File: config.mk
export PLATFORM = sky130hd
export DESIGN_NAME = fir_frame_ctrl
export DESIGN_NICKNAME = d
export VERILOG_FILES = /design/src/rtl/fir_pkg.sv /design/src/rtl/fir_tag_pipe.sv /design/src/rtl/fir_frame_ctrl.sv
export SDC_FILE = /design/constraint.sdc
export NUM_CORES = 1
export LEC_CHECK = 0
export ABC_CLOCK_PERIOD_IN_PS = 1400
export BUFFER_PORTS_ARGS = -buffer_cell sky130_fd_sc_hd__clkbuf_2
export CORE_UTILIZATION = 43
export DETAILED_ROUTE_END_ITERATION = 6
export PLACE_DENSITY = 0.77
export SLEW_MARGIN = 15
export SYNTH_ARGS = -nofsm -noshare
export SYNTH_HDL_FRONTEND = slang
export SYNTH_HIERARCHICAL = 1
export SYNTH_SLANG_ARGS = --single-unit
File: constraint.sdc
create_clock -name clk -period 1.4 [get_ports clk]
set_input_delay 0.14 -clock clk [delete_from_list [all_inputs] [get_ports clk]]
set_output_delay 0.14 -clock clk [all_outputs]
set_load 0.01 [all_outputs]
File: src/rtl/fir_pkg.sv
// Shared types and sizing for the FIR frame sequencer.
package fir_pkg;

    localparam int DATA_W   = 12;
    localparam int OUT_W    = 30;
    localparam int TAPS     = 61;
    localparam int PIPE_LAT = 9;

    // Wide enough to count the TAPS-cycle prime (0..TAPS-1).
    localparam int CNT_W = $clog2(TAPS);

    typedef enum logic [1:0] {
        PRIME,
        IDLE,
        RUN,
        FLUSH
    } state_t;

    // Per-sample sideband that travels alongside the filter's data path.
    typedef struct packed {
        logic v;
        logic last;
    } tag_t;

endpackage

File: src/rtl/fir_tag_pipe.sv
// Shift register of sample tags, matching the filter's data-path latency.
module fir_tag_pipe
    import fir_pkg::*;
#(
    parameter int DEPTH = PIPE_LAT + 1
) (
    input  logic clk,
    input  logic rst,
    input  tag_t tag_in,
    output tag_t tag_out,
    output logic any_valid
);

    tag_t [DEPTH-1:0] stage;

    // Advance every tag one stage per cycle; reset drops everything in flight.
    always_ff @(posedge clk or posedge rst) begin
        if (rst) begin
            stage <= '0;
        end else begin
            stage <= {stage[DEPTH-2:0], tag_in};
        end
    end

    // Any stage holding a valid tag means outputs are still owed.
    always_comb begin
        any_valid = 1'b0;
        for (int i = 0; i < DEPTH; i++) begin
            any_valid = any_valid | stage[i].v;
        end
    end

    assign tag_out = stage[DEPTH-1];

endmodule

File: src/rtl/fir_frame_ctrl.sv
// Frame sequencer for a free-running, unreset FIR: primes and flushes its
// delay line with zeros and frames the full-convolution output stream.
//
// state | meaning
// PRIME | after reset: drive TAPS zeros to clear the delay line, no tags
// IDLE  | waiting for the first sample of a frame
// RUN   | mid-frame; a missing sample is replaced by a zero (underrun)
// FLUSH | inject TAPS-1 tagged zeros to emit the convolution tail
module fir_frame_ctrl
    import fir_pkg::*;
(
    input  logic              clk,
    input  logic              rst,
    input  logic              s_valid,
    output logic              s_ready,
    input  logic [DATA_W-1:0] s_data,
    input  logic              s_last,
    output logic [DATA_W-1:0] fir_filter_in,
    input  logic [OUT_W-1:0]  fir_filter_out,
    output logic              m_valid,
    output logic [OUT_W-1:0]  m_data,
    output logic              m_last,
    output logic              frame_done,
    output logic              underrun,
    output logic              busy
);

    localparam logic [CNT_W-1:0] PRIME_END = CNT_W'(TAPS - 1);
    localparam logic [CNT_W-1:0] FLUSH_END = CNT_W'(TAPS - 2);

    state_t           state;
    state_t           state_nxt;
    logic [CNT_W-1:0] cnt;
    logic [CNT_W-1:0] cnt_nxt;
    logic             accept;
    logic             set_underrun;
    tag_t             push_tag;
    tag_t             in_tag;
    tag_t             out_tag;
    logic             pipe_busy;

    // Next-state, handshake and tag generation.
    always_comb begin
        state_nxt    = state;
        cnt_nxt      = cnt;
        s_ready      = 1'b0;
        push_tag     = '0;
        set_underrun = 1'b0;
        case (state)
            PRIME: begin
                if (cnt == PRIME_END) begin
                    state_nxt = IDLE;
                    cnt_nxt   = '0;
                end else begin
                    cnt_nxt = cnt + 1'b1;
                end
            end
            IDLE: begin
                s_ready = 1'b1;
                if (s_valid) begin
                    push_tag.v = 1'b1;
                    cnt_nxt    = '0;
                    state_nxt  = s_last ? FLUSH : RUN;
                end
            end
            RUN: begin
                s_ready    = 1'b1;
                // Either the accepted sample or a substituted zero enters the filter.
                push_tag.v = 1'b1;
                if (s_valid) begin
                    if (s_last) begin
                        state_nxt = FLUSH;
                        cnt_nxt   = '0;
                    end
                end else begin
                    set_underrun = 1'b1;
                end
            end
            FLUSH: begin
                push_tag.v = 1'b1;
                if (cnt == FLUSH_END) begin
                    push_tag.last = 1'b1;
                    state_nxt     = IDLE;
                    cnt_nxt       = '0;
                end else begin
                    cnt_nxt = cnt + 1'b1;
                end
            end
            default: begin
                state_nxt = PRIME;
                cnt_nxt   = '0;
            end
        endcase
    end

    assign accept = s_valid && s_ready;

    // State register and prime/flush counter.
    always_ff @(posedge clk or posedge rst) begin
        if (rst) begin
            state <= PRIME;
            cnt   <= '0;
        end else begin
            state <= state_nxt;
            cnt   <= cnt_nxt;
        end
    end

    // Filter input: the accepted sample, otherwise zero; its tag rides alongside.
    always_ff @(posedge clk or posedge rst) begin
        if (rst) begin
            fir_filter_in <= '0;
            in_tag        <= '0;
        end else begin
            fir_filter_in <= accept ? s_data : '0;
            in_tag        <= push_tag;
        end
    end

    fir_tag_pipe #(
        .DEPTH (PIPE_LAT + 1)
    ) u_tag_pipe (
        .clk       (clk),
        .rst       (rst),
        .tag_in    (in_tag),
        .tag_out   (out_tag),
        .any_valid (pipe_busy)
    );

    // Output framing registered from the delayed tag and the filter result.
    always_ff @(posedge clk or posedge rst) begin
        if (rst) begin
            m_valid    <= 1'b0;
            m_data     <= '0;
            m_last     <= 1'b0;
            frame_done <= 1'b0;
        end else begin
            m_valid    <= out_tag.v;
            m_data     <= fir_filter_out;
            m_last     <= out_tag.v & out_tag.last;
            frame_done <= out_tag.v & out_tag.last;
        end
    end

    // Underrun stays set until reset so software can see any mid-frame gap.
    always_ff @(posedge clk or posedge rst) begin
        if (rst) begin
            underrun <= 1'b0;
        end else if (set_underrun) begin
            underrun <= 1'b1;
        end
    end

    assign busy = (state != IDLE) || in_tag.v || pipe_busy || m_valid;

endmodule

==> reports/summary.txt <==
Status: complete, but fails checks
Failing checks: setup timing
Core Box Area: 5473 µm²
Vias: 1,913
Synth cell count leaders: 75 x dfrtp_1, 12 x and3_1, 9 x inv_1
Count of final setup violators: 16
Max Slew Vio Count: 0
Relative max-transition margin: 75.67%
Final nets: 378
Yosys reg bits: 75
Crit-path max FO: 2
Initial Util: 44.54%
Worst Hold Path Cells: 2
Prevailing post-synth register cell: dfrtp_1
Synth top area share: 77.00%
Via-to-Cell Ratio: 4.771
Yosys warns: 6
Global placer's final weighted congestion: 0.8518
Clk buf depth: 2
Fill cells: 340
Tot GR Track Use: 22.58%
Avg Synthesized Cell Area: 15.05 µm²
Detailed placer's ending HPWL: 3162 µm
DRT Pass-1 Iters: 5
Die Span Y: 77.29 µm
P&R area growth vs syn: 65.91%
CTS root buf: clkbuf_8
Largest net degree at the start of global routing: 28
Startpoint Class: flip-flop
Final WS setup: -0.4650 ns
Critical path depth: 4
R2R cell count: 7
Synthesized area: 2437 µm²
Num rows: 27
Initial antenna violation count: 0
Worst-path cell chain: nor4_2 -> nand3_1 -> or4b_4 -> buf_8
Crit path arrival time: 1.73 ns
Pwr Density: 1808 nW/µm²
Post-synth EDFFs: 0
Die area: 5973 µm²
Vias in the first global route: 2,004
Total placed instance area: 3100 µm²
Dpl cells: 337
Synth top area cells: dfrtp_1 77%, ha_1 3.6%, and3_1 3.1%
Total Wirelength: 6427 µm
Slowest cell delay on critical path: 0.50 ns
Post-route cell area: 4044 µm²
Crit Path Category: reg2out
Worst vdd ir: 1.409 mV
H-tree levels: 3
Overflow after GRT: 0
Post-route ant nets: 0
CTS Sinks: 75
Crit path buffers/inverters: 1
Io pins: 94
Leakage: 0.002014 µW
Worst Hold Class: in2reg
CTS tree: yes
Port buffer count: 93
Fin. Hold Viols: 0
Count leader, synth: dfrtp_1
Seq/Total Area, Yosys: 77.00%
Synth unique cells: 33
DR WL/cell: 16.03 µm
Number of DRC markers in iteration 0: 72
Die W: 77.29 µm
Layout Skew: 0.009346 ns
First-pass GRT wire length: 10,010 µm
DRC: 0
Worst-Margin Slew: 0.3642 ns
Slowest CP cell: or4b_4
Ys async rst share: 100.0%
RSZ-0062 raised after global routing: yes
Max Clk Rate: 536.2 MHz
MaxCap Viol Count: 0
Finished Layout Cells: 401
Layout cells sized above 1: 55.32%
Ant diodes: 0
CTS buffer count: 9
Fin crit share: 133.2%
Clock transition at path regs: 0.08 ns
Synth area leader: dfrtp_1
Crit-path leading delay family: simple AND/OR/NAND/NOR gates
Final min period: 1.865 ns
Mapped Nets: 215
Worst endpoint required time: 1.26 ns
Crit end category: output port
Clock insertion delay at the later pin of the skew report: 0.34 ns
Post-Syn Instances: 162
flip-flops by register name, indices dropped and copies added (netlist names):
signal              cells
frame_done              1
cnt                     6
u_tag_pipe/stage       18
m_data                 30
state                   2
m_valid                 1
underrun                1
fir_filter_in          12
u_tag_pipe/tag_out      2
in_tag                  2
worst reg2reg max path: stages (launching register included):
cell and delay [ns]:
dfrtp_1 0.42, inv_2 0.11, ha_4 0.15, nand3_4 0.08, o21a_4 0.24, buf_6 0.12
o211ai_1 0.21, o311ai_1 0.14
metrics by stage:
step	setup slack [ns]	util, %	setup TNS (ns)	power, µW	hold WS (ns)
3_5_place_dp	-0.1464	56.65	-0.3880	4243	0.1390
3_3_place_gp	-0.1324	56.65	-0.2480	4183	0.1444
4_1_cts	-0.4838	71.63	-1.926	6848	0.03571
6_report	-0.4650	73.89	-1.860	7310	0.04685
2_1_floorplan	0.001828	-	0	3574	0.1038
5_1_grt	-0.6021	73.89	-2.767	7648	0.02497
cell type report:
class	instances	area [µm²]	area share (%)
tap	72	90.09	2.228
inverter	9	42.54	1.052
sequential	75	1878	46.44
timing repair buffer	158	1116	27.60
clock inverter	4	73.82	1.825
multi-input combinational	72	691.9	17.11
clock buffer	11	151.4	3.744
where the power goes:
group          internal [µW]  total [µW]  switching, µW  leakage, µW
Sequential              2550        2760            218     0.000933
Clock                   1090        1840            752     0.000115
Combinational           1470        2700           1230     0.000965
Total                   5110        7310           2200      0.00201
cells by family (layout without fill, tap and decap cells):
group | count (synthesis) | in the layout | share of synthesized area [%]
buf+inv | 15 | 182 | 2.823
mux | 2 | 2 | 0.8214
fa+ha+maj | 7 | 7 | 3.593
compound gates | 20 | 20 | 6.057
flops | 75 | 75 | 77.00
simple gates | 43 | 43 | 9.703
final timing paths:
check,from,endpoint,slack (ns)
max in group asynchronous,rst,m_data[5],0.57
min in group asynchronous,rst,m_data[16],0.33
hold reg to reg,u_tag_pipe/stage[12],u_tag_pipe/stage[14],0.35
setup / recovery,u_tag_pipe/stage[9],busy,-0.47
setup reg to reg,cnt[1],cnt[5],-0.19
hold / removal,s_data[4],fir_filter_in[4],0.05
layer usage:
layer	share of wire, %	routed length [µm]	global-route usage [%]	up-vias
li1	-	-	-	863
met3	5.6	361	7.381	21
met1	38	2415	25.34	940
met2	54	3455	39.65	89
met5	0	0	0	-
met4	3.0	194	8.491	0
repair_timing:
item,in CTS,in global routing
buffers inserted,15,7
pin swaps,18,11
hold buffers,31,0
resized for setup,42,27
endpoints found under the hold margin,65,0
endpoints found under the setup margin,10,23
cloned,0,1
placed cells by master, fill, tap and decap left out, types with 2 or more instances in the layout:
master,instances
clkbuf_2,91
inv_2,4
dlygate4sd3_1,31
and3_4,9
a21o_1,2
nor2_1,4
inv_1,3
clkbuf_8,11
o21ai_1,2
buf_4,18
ha_2,2
dfrtp_1,74
mux2i_1,2
and3_1,3
ha_4,5
nand2_2,2
nand3_1,4
and2_1,2
buf_6,16
o211ai_1,4
o21ai_2,2
nand2_1,7
bufinv_16,2
(Power assumes the default switching activity.)
